$ cat config.mk
export PLATFORM = sky130hd
export DESIGN_NAME = usb_tx_encoder_flat
export DESIGN_NICKNAME = d
export VERILOG_FILES = /design/src/rtl/usb_tx_pkg.sv /design/src/rtl/usb_tx_if.sv /design/src/rtl/usb_tx_bit_timer.sv /design/src/rtl/usb_tx_encoder.sv /design/src/flat_wrapper.sv
export SDC_FILE = /design/constraint.sdc
export NUM_CORES = 1
export LEC_CHECK = 0
export ABC_CLOCK_PERIOD_IN_PS = 3200
export BUFFER_PORTS_ARGS = -buffer_cell sky130_fd_sc_hd__buf_2
export CAP_MARGIN = 20
export CORE_UTILIZATION = 60
export DETAILED_ROUTE_END_ITERATION = 10
export GPL_TIMING_DRIVEN = 0
export PLACE_DENSITY = 0.83
export SKIP_LAST_GASP = 1
export SYNTH_ARGS = -nofsm -noshare
export SYNTH_HDL_FRONTEND = slang
export SYNTH_SLANG_ARGS = --single-unit
$ cat constraint.sdc
create_clock -name clk -period 3.2 [get_ports clk]
set_input_delay 0 -clock clk [delete_from_list [all_inputs] [get_ports clk]]
set_output_delay 0 -clock clk [all_outputs]
set_load 0.01 [all_outputs]
$ cat src/rtl/usb_tx_pkg.sv
// Shared types and constants for the USB full-speed transmit encoder.
// The optional on-chip SYNC generator is enabled with the USB_TX_SYNC_EN macro.
package usb_tx_pkg;

   typedef enum logic [2:0] {
      IDLE,
      SYNC,
      DATA,
      STUFF,
      EOP_SE0,
      EOP_J
   } state_t;

   typedef enum logic [1:0] {
      J,
      K,
      SE0
   } line_t;

   localparam logic [7:0] SYNC_BYTE    = 8'h80;
   localparam int         EOP_SE0_BITS = 2;

   // NRZI: a 0 toggles between J and K, a 1 holds the line.
   function automatic line_t nrzi_next(input line_t cur, input logic b);
      if (b) return cur;
      return (cur == J) ? K : J;
   endfunction

endpackage

$ cat src/rtl/usb_tx_if.sv
// Packet-shifter to line-encoder connection: serial bit handshake, status and pad drives.
// Handshake: a bit transfers on a clk edge where tx_valid && tx_ready; tx_last is qualified by that transfer.
interface usb_tx_if;
   logic tx_start;
   logic tx_bit;
   logic tx_valid;
   logic tx_last;
   logic tx_ready;
   logic d_plus;
   logic d_minus;
   logic tx_busy;
   logic tx_done;
   logic tx_err;

   modport master (
      output tx_start, tx_bit, tx_valid, tx_last,
      input  tx_ready, d_plus, d_minus, tx_busy, tx_done, tx_err
   );

   modport slave (
      input  tx_start, tx_bit, tx_valid, tx_last,
      output tx_ready, d_plus, d_minus, tx_busy, tx_done, tx_err
   );
endinterface

$ cat src/rtl/usb_tx_bit_timer.sv
// Bit-time counter: divides clk into USB bit slots; a slot starts where bit_cnt == 0.
module usb_tx_bit_timer #(
   parameter int CLKS_PER_BIT = 8
) (
   input  logic clk,
   input  logic rst,
   input  logic clear,
   output logic bit_strobe,
   output logic slot_end
);
   localparam int CW = (CLKS_PER_BIT > 1) ? $clog2(CLKS_PER_BIT) : 1;

   logic [CW-1:0] bit_cnt;

   always_ff @(posedge clk) begin
      if (rst || clear)
         bit_cnt <= '0;
      else if (bit_cnt == CW'(CLKS_PER_BIT - 1))
         bit_cnt <= '0;
      else
         bit_cnt <= bit_cnt + CW'(1);
   end

   assign bit_strobe = (bit_cnt == '0);
   assign slot_end   = (bit_cnt == CW'(CLKS_PER_BIT - 1));
endmodule

$ cat src/rtl/usb_tx_encoder.sv
// USB full-speed Tx line encoder: bit stuffing, NRZI, EOP generation.
// Define USB_TX_SYNC_EN to generate the SYNC pattern internally after tx_start.
module usb_tx_encoder
   import usb_tx_pkg::*;
#(
   parameter int CLKS_PER_BIT = 8,
   parameter int MAX_ONES     = 6
) (
   input  logic     clk,
   input  logic     rst,
   usb_tx_if.slave  bus,
   output state_t   state_dbg
);
   localparam int OW = $clog2(MAX_ONES + 1);

   state_t        state_q;
   line_t         line_q;
   logic [OW-1:0] ones_q;
   logic          last_pend_q;
   logic [1:0]    eop_cnt_q;
   logic          busy_q;
   logic          done_q;
`ifdef USB_TX_SYNC_EN
   logic [2:0]    sync_idx_q;
`endif

   logic bit_strobe;
   logic slot_end;
   logic stuff_pend;
   logic data_slot;

   usb_tx_bit_timer #(.CLKS_PER_BIT(CLKS_PER_BIT)) u_timer (
      .clk        (clk),
      .rst        (rst),
      .clear      (state_q == IDLE && bus.tx_start),
      .bit_strobe (bit_strobe),
      .slot_end   (slot_end)
   );

   function automatic logic [OW-1:0] ones_next(input logic [OW-1:0] cur, input logic b);
      if (!b) return '0;
      return (cur == OW'(MAX_ONES)) ? cur : cur + OW'(1);
   endfunction

   assign stuff_pend = (ones_q == OW'(MAX_ONES));
   // A DATA boundary that neither owes a stuffed bit nor closes the packet takes a new bit.
   assign data_slot  = (state_q == DATA) && bit_strobe && !stuff_pend && !last_pend_q;

   assign bus.tx_ready = data_slot;
   assign bus.tx_err   = data_slot && !bus.tx_valid;
   assign bus.d_plus   = (line_q == J);
   assign bus.d_minus  = (line_q == K);
   assign bus.tx_busy  = busy_q;
   assign bus.tx_done  = done_q;
   assign state_dbg    = state_q;

   always_ff @(posedge clk) begin
      if (rst) begin
         state_q     <= IDLE;
         line_q      <= J;
         ones_q      <= '0;
         last_pend_q <= 1'b0;
         eop_cnt_q   <= '0;
         busy_q      <= 1'b0;
         done_q      <= 1'b0;
`ifdef USB_TX_SYNC_EN
         sync_idx_q  <= '0;
`endif
      end else begin
         done_q <= 1'b0;
         case (state_q)
            IDLE: begin
               line_q <= J;
               if (bus.tx_start) begin
                  busy_q      <= 1'b1;
                  ones_q      <= '0;
                  last_pend_q <= 1'b0;
                  eop_cnt_q   <= '0;
`ifdef USB_TX_SYNC_EN
                  sync_idx_q  <= '0;
                  state_q     <= SYNC;
`else
                  state_q     <= DATA;
`endif
               end
            end
`ifdef USB_TX_SYNC_EN
            SYNC: if (bit_strobe) begin
               line_q     <= nrzi_next(line_q, SYNC_BYTE[sync_idx_q]);
               ones_q     <= ones_next(ones_q, SYNC_BYTE[sync_idx_q]);
               sync_idx_q <= sync_idx_q + 3'd1;
               if (sync_idx_q == 3'd7) state_q <= DATA;
            end
`endif
            DATA: if (bit_strobe) begin
               if (stuff_pend) begin
                  line_q  <= nrzi_next(line_q, 1'b0);
                  ones_q  <= '0;
                  state_q <= STUFF;
               end else if (last_pend_q || !bus.tx_valid) begin
                  // Normal end of packet or underrun: SE0 starts on this boundary.
                  line_q    <= SE0;
                  eop_cnt_q <= 2'd1;
                  state_q   <= EOP_SE0;
               end else begin
                  line_q      <= nrzi_next(line_q, bus.tx_bit);
                  ones_q      <= ones_next(ones_q, bus.tx_bit);
                  last_pend_q <= bus.tx_last;
               end
            end
            STUFF: if (slot_end) state_q <= DATA;
            EOP_SE0: if (bit_strobe) begin
               if (eop_cnt_q == 2'(EOP_SE0_BITS)) begin
                  line_q  <= J;
                  state_q <= EOP_J;
               end else begin
                  eop_cnt_q <= eop_cnt_q + 2'd1;
               end
            end
            EOP_J: if (bit_strobe) begin
               done_q  <= 1'b1;
               busy_q  <= 1'b0;
               ones_q  <= '0;
               state_q <= IDLE;
            end
            default: state_q <= IDLE;
         endcase
      end
   end
endmodule
$ cat src/flat_wrapper.sv
// flat-port wrapper written by rule: the top's interface ports become plain ports
module usb_tx_encoder_flat import usb_tx_pkg::*;
#(
   parameter int CLKS_PER_BIT = 8,
   parameter int MAX_ONES     = 6
)
  (clk, rst, state_dbg, bus_tx_start, bus_tx_bit, bus_tx_valid, bus_tx_last, bus_tx_ready, bus_d_plus, bus_d_minus, bus_tx_busy, bus_tx_done, bus_tx_err);
  usb_tx_if bus_i ();
  input  logic clk;
  input  logic rst;
  output state_t state_dbg;
  input wire logic [$bits(bus_i.tx_start)-1:0] bus_tx_start;
  input wire logic [$bits(bus_i.tx_bit)-1:0] bus_tx_bit;
  input wire logic [$bits(bus_i.tx_valid)-1:0] bus_tx_valid;
  input wire logic [$bits(bus_i.tx_last)-1:0] bus_tx_last;
  output wire logic [$bits(bus_i.tx_ready)-1:0] bus_tx_ready;
  output wire logic [$bits(bus_i.d_plus)-1:0] bus_d_plus;
  output wire logic [$bits(bus_i.d_minus)-1:0] bus_d_minus;
  output wire logic [$bits(bus_i.tx_busy)-1:0] bus_tx_busy;
  output wire logic [$bits(bus_i.tx_done)-1:0] bus_tx_done;
  output wire logic [$bits(bus_i.tx_err)-1:0] bus_tx_err;
  assign bus_i.tx_start = bus_tx_start;
  assign bus_i.tx_bit = bus_tx_bit;
  assign bus_i.tx_valid = bus_tx_valid;
  assign bus_i.tx_last = bus_tx_last;
  assign bus_tx_ready = bus_i.tx_ready;
  assign bus_d_plus = bus_i.d_plus;
  assign bus_d_minus = bus_i.d_minus;
  assign bus_tx_busy = bus_i.tx_busy;
  assign bus_tx_done = bus_i.tx_done;
  assign bus_tx_err = bus_i.tx_err;
  usb_tx_encoder #(.CLKS_PER_BIT(CLKS_PER_BIT), .MAX_ONES(MAX_ONES)) u_core (.clk(clk), .rst(rst), .bus(bus_i), .state_dbg(state_dbg));
endmodule
==> flow_summary.yaml, run 1 <==
run_status:
  status: "finished, violations left"
  violations: "design-rule violations"
sta:
  max_slew.worst_pin.slew_ns: 0.4662
  slew_headroom_pct: 68.92
  finalCritPeriodShare_pct: 60.63
  rsz0062_at_grt: "false"
  setup_viol: 0
  clock_skew_ns: 0.003476
  post-route-min-period_ns: 1.940
  hold_violations: 0
  setup_slack_ns: 1.260
  timing.final.max_slew_violations: 0
  fmax_ghz: 0.5154
  setup_tns_ns: 0
pwr:
  peakVddDrop_v: 0.0005108
  total_power_mw: 1.028
  power_leakage_nw: 0.4883
  p_per_area_nw_per_um2: 866.0
synthesis:
  ys_seq_area_share_pct: 30.05
  synth_edf_count: 0
  synth_xor_area_share_pct: 0.8216
  synthTopCellsByArea: "dfxtp_1, ha_1, nand2b_1, inv_1, a211oi_1"
  synth_most_common_cell: "dfxtp_1"
  synth-adder-area-share_pct: 7.042
  synth_simple_gate_area_share_pct: 27.35
  ys_ff_latch: 16
  muxShareOfSynthArea_pct: 2.934
  synth_common_cells: "dfxtp_1, inv_1, nor2_1"
  synth_top_family_by_area: "simple AND/OR/NAND/NOR gates"
  async_flop_share_pct: 0
  syn_area_um2: 1066
  synth_cell_types: 47
  synth_cells: 122
  synth_compound_area_share_pct: 26.17
  synth.largest_area_cell: "dfxtp_1"
  ys.flop_type: "dfxtp_1"
  synth.top_cell.area_share_pct: 30.05
  avgSynthCellArea_um2: 8.738
  yosys_warnings: 0
  synthesis.nets: 134
clock_network:
  clock-sinks: 16
  clock_path_buffers: 2
  cts_tree: "built"
  clk_pin_slew_ns: 0.09
  htree_levels: 1
  cts_setup_buffers: 0
  cts_inserted_buffers: 3
  cts_hold_buf: 0
  clk_latency_ns: 0.29
  post_cts_resized: 0
  cts_root_buf: "clkbuf_4"
floorplan:
  fp-row-count: 14
  die_area_um2: 1949
  ios: 15
  die_w_um: 44.15
  initial_core_util_pct: 67.62
  core-area_um2: 1577
  dieHeight_um: 44.15
cells_and_area:
  antenna_cells: 0
  layout-drive-gt1-share_pct: 20.14
  final_util_pct: 75.32
  final_nets: 152
  instances_no_fill: 155
  syn2layout_area_growth_pct: 11.39
  num-fill-cells: 133
worst_setup_path:
  path_class: "flip-flop to flip-flop"
  worstPathArrival_ns: 2.13
  end_kind: "flip-flop"
  critPathLaunchType: "flip-flop"
  required_ns: 3.38
  path_max_fanout: 5
detailed_routing:
  detail-route-antenna-nets: 0
  routed-via-count: 1034
  wirelength_um: 2347
  avgRoutedWirePerCell_um: 15.14
  via_per_inst: 6.671
  drt_first_pass_iters: 7
  drcViolationCount: 3
  drt_iter0_markers: 73
job:
  cap_violations: 0
grt:
  grt_pass1_wl_um: 4064
  grt_pass1_vias: 954
  antenna_found_initial: 0
  grt_max_degree: 11
  grt.total_usage_pct: 27.81
  gr-total-overflow: 0
min_path:
  hp-class: "input pin to flip-flop"
place:
  dp_hpwl_um: 1714
  pre_cts_ws_ns: 1.286
  io_buffers: 13
  dp.cells: 151
  gp_congestion: 0.9443
-- flip-flops by register name, indices dropped and copies added (netlist names) --
name,flops
u_core.bus.tx_busy,1
u_core.line_q,2
u_core.u_timer.bit_cnt,3
u_core.state_dbg,3
u_core.last_pend_q,1
u_core.eop_cnt_q,2
u_core.ones_q,3
u_core.bus.tx_done,1
-- placed cells by master (no fill, tap or decap), drive strengths merged, types with 3 or more instances in the layout --
cell type,count
a31oi,3
nand2b,7
nand3b,3
nand2,6
a32oi,3
o31ai,3
ha,6
clkbuf,6
a211oi,4
dfxtp,16
buf,16
nor3b,3
inv,10
nor2b,3
nor2,8
and2,4
a21oi,5
-- area by class of cell --
type / count / area, um2 / area share (%)
flip-flops and latches: 16 / 320.3 / 26.98
clock buffers: 4 / 36.28 / 3.056
repair buffers: 13 / 65.06 / 5.479
multi-input cells: 91 / 685.7 / 57.74
well taps: 16 / 20.02 / 1.686
plain buffers: 5 / 22.52 / 1.897
inverters: 10 / 37.54 / 3.161
-- where the power goes --
group / switching [mW] / internal (mW) / total, mW
Sequential: 0.0501 / 0.242 / 0.292
Combinational: 0.352 / 0.249 / 0.600
Clock: 0.0668 / 0.0694 / 0.136
-- cell families (layout without fill, tap and decap cells) --
logic type                 after synthesis  after routing
AOI/OAI and AO/OA                       35             35
xor gates and xnor gates                 1              1
adders and majority gates                6              6
buffers and inverters                   15             32
DFF                                     16             16
muxes                                    3              3
and+or+nand+nor                         46             46
-- worst max-delay path, cell delays in order (launching register included) --
cell and delay, ns:
dfxtp_1 0.32, inv_1 0.07, ha_1 0.24, or3b_1 0.39, a21oi_2 0.20, nor4b_4 0.27, mux2_1 0.35
-- final timing paths --
| check | start | to | slack, ns | cells past startpoint |
|---|---|---|---|---|
| setup / recovery | u_core.u_timer.bit_cnt[0] | u_core.eop_cnt_q[0] | 1.26 | 6 |
| hold reg to reg | u_core.eop_cnt_q[1] | u_core.eop_cnt_q[1] | 0.49 | 2 |
| hold / removal | bus_tx_last | u_core.last_pend_q | 0.01 | 3 |
| setup reg to reg | u_core.u_timer.bit_cnt[0] | u_core.eop_cnt_q[0] | 1.26 | 6 |
-- metrics by stage --
step | cell area (um2) | hold slack, ns
after global placement | 1151 | 0.2636
after global routing | 1187 | 0.03126
after floorplan | 1066 | 0.05286
after detailed placement | 1151 | 0.2680
final | 1187 | 0.01004
after CTS | 1187 | 0.01284
-- layer usage --
metal,global-route usage [%],share of wire (%)
met5,0,0
met4,11.52,2.5
met3,6.531,7.2
met2,45.00,45
met1,35.43,45
No activity file was read; power rests on OpenSTA's default activity.
==> inputs of run 2 (changes only) <==
ABC_AREA = 1   (was unset)
ABC_CLOCK_PERIOD_IN_PS = 1900   (was 3200)
CORE_UTILIZATION = 55   (was 60)
PLACE_DENSITY = 0.77   (was 0.83)
clock period = 1.9 ns   (was 3.2 ns; I/O delays follow)
==> run 2 against run 1 <==
  * Largest cell class unchanged
  * Clock power grew 71%
  * Register-to-register slack worse by 1.1 ns
  * The flow now finishes without violations
  * Largest power group unchanged
  * Combinational power grew 88%
  * Core utilization shrank 7.9 points
==> flow_summary.yaml, run 2 <==
min_path:
  hp-class: "input pin to flip-flop"
synthesis:
  ys_seq_area_share_pct: 31.53
  yosys_warnings: 0
  synthTopCellsByArea: "dfxtp_1, nand2_1, nor2_1, inv_1, nand3_1"
  synth.top_cell.area_share_pct: 31.53
  synth_cells: 170
  ys_ff_latch: 16
  synth_most_common_cell: "nand2_1"
  avgSynthCellArea_um2: 5.976
  synth_common_cells: "nand2_1, nor2_1, inv_1"
  synth_cell_types: 14
  async_flop_share_pct: 0
  syn_area_um2: 1016
  synth_edf_count: 0
  synthesis.nets: 182
  synth.largest_area_cell: "dfxtp_1"
  ys.flop_type: "dfxtp_1"
cells_and_area:
  num-fill-cells: 171
  final_common_cell: "nand2_1"
  final_util_pct: 67.39
  layout-drive-gt1-share_pct: 10.58
  fin_area_um2: 1164
  final_cell_mix: "nand2_1, nor2_1, inv_1, nand3_1, dfxtp_1"
  antenna_cells: 0
  syn2layout_area_growth_pct: 14.53
  final_nets: 202
floorplan:
  ios: 15
  dieHeight_um: 44.98
  die_w_um: 44.98
  initial_core_util_pct: 58.84
  fp-row-count: 15
  core-area_um2: 1727
  die_area_um2: 2023
sta:
  fmax_ghz: 0.5765
  timing.final.max_slew_violations: 0
  setup_tns_ns: 0
  setup_viol: 0
  hold_violations: 0
  max_slew.worst_pin.slew_ns: 0.4516
  finalCritPeriodShare_pct: 91.29
  clock_skew_ns: 0.003498
  rsz0062_at_grt: "false"
  post-route-min-period_ns: 1.735
  slew_headroom_pct: 69.89
clock_network:
  clock_path_buffers: 2
  clk_pin_slew_ns: 0.09
  cts_root_buf: "clkbuf_4"
  clk_latency_ns: 0.29
  cts_inserted_buffers: 3
  htree_levels: 1
  post_cts_resized: 0
  clock-sinks: 16
  cts_setup_buffers: 0
  cts_tree: "built"
grt:
  grt_max_degree: 11
  antenna_found_initial: 0
  gr-total-overflow: 0
  grt_pass1_wl_um: 3574
  grt.total_usage_pct: 24.16
  grt_pass1_vias: 898
detailed_routing:
  avgRoutedWirePerCell_um: 10.04
  wirelength_um: 2148
  drt_iter0_markers: 19
  drt_first_pass_iters: 4
  routed-via-count: 1066
  detail-route-antenna-nets: 0
  drcViolationCount: 0
  via_per_inst: 4.981
worst_setup_path:
  path_max_fanout: 7
  critPathLaunchType: "flip-flop"
  worstPathArrival_ns: 1.73
  required_ns: 1.90
  path_class: "flip-flop to output port"
  end_kind: "output port"
job:
  cap_violations: 0
run_status:
  status: "completed"
pwr:
  p_per_area_nw_per_um2: 1658
  power_leakage_nw: 0.6419
  peakVddDrop_v: 0.0009826
place:
  dp_hpwl_um: 1693
  gp_congestion: 0.9775
  place_area_um2: 1117
  io_buffers: 14
run 2: cell types whose count changed in the layout (fill, tap and decap cells not counted), moves of 3 or more:
cell and delta:
nand2_1 +37, nor2_1 +32, inv_1 +19, nand3_1 +16, nand2b_1 -7, o21ai_0 +6
a211oi_1 -4, and2_1 -4, a31oi_1 -3, nand4_1 +3, nor2b_1 -3, o31ai_1 -3
run 2: through the flow:
stage | std cells | total power, mW | setup slack [ns] | hold WS (ns)
2_1_floorplan | 170 | 1.433 | 0.5118 | 0.05286
3_3_place_gp | 209 | 1.660 | 0.2719 | 0.2020
3_5_place_dp | 209 | 1.699 | 0.2348 | 0.2073
4_1_cts | 214 | 1.938 | 0.1605 | 0.006182
5_1_grt | 214 | 2.152 | 0.03420 | 0.04990
6_report | 214 | 1.929 | 0.1654 | 0.01320
run 2: cell families (layout without fill, tap and decap cells):
kind of cell | count (synthesis) | after routing | synth area share, %
DFF | 16 | 16 | 31.53
and+or+nand+nor | 110 | 110 | 45.94
buffers and inverters | 29 | 48 | 10.71
adders and majority gates | 6 | 6 | 7.389
AOI/OAI and AO/OA | 9 | 9 | 4.433
run 2: path summary, 6_finish.rpt:
kind                            slack [ns]  depth (start not counted)                 startpoint                         to
worst max-delay path                  0.17                          6           u_core.ones_q[0]                 bus_tx_err
worst max register to register        0.19                          8           u_core.ones_q[0]           u_core.line_q[1]
worst min-delay path                  0.01                          3               bus_tx_start         u_core.bus.tx_busy
worst min register to register        0.46                          1  u_core.u_timer.bit_cnt[0]  u_core.u_timer.bit_cnt[0]
run 2: final cells by class:
cell class	instances	area, um2	share of cell area, %
Multi-Input combinational cell	125	586.8	50.43
Sequential cell	16	320.3	27.53
Inverter	28	105.1	9.032
Timing Repair Buffer	15	80.08	6.882
Clock buffer	4	36.28	3.118
Tap cell	25	31.28	2.688
Buffer	1	3.754	0.3226
run 2: per-layer routing:
| metal | wire [um] | part of all wire, % | vias up | track usage, % |
|---|---|---|---|---|
| li1 | - | - | 569 | - |
| met1 | 976 | 45 | 467 | 30.67 |
| met2 | 1039 | 48 | 25 | 42.03 |
| met3 | 96 | 4.5 | 5 | 2.400 |
| met4 | 35 | 1.6 | 0 | 9.091 |
| met5 | 0 | 0 | - | 0 |
run 2: power by group:
| part | switching, mW | internal [mW] | total, mW | leakage (nW) |
|---|---|---|---|---|
| clock network | 0.115 | 0.117 | 0.232 | 0.0210 |
| registers | 0.116 | 0.455 | 0.571 | 0.132 |
| logic | 0.726 | 0.400 | 1.13 | 0.489 |
| total | 0.957 | 0.972 | 1.93 | 0.642 |
run 2: worst max-delay path: stages, from the launching register on:
cell and delay [ns]:
dfxtp_1 0.37, inv_1 0.07, ha_1 0.19, nand2_1 0.20
nand3_1 0.23, nor4_1 0.21, buf_2 0.17
run 2: what timing repair did:
| action | CTS | global route |
|---|---|---|
| endpoints found under the setup margin | 0 | 0 |
| hold endpoints to repair | 3 | 0 |
| hold buffers | 1 | 0 |
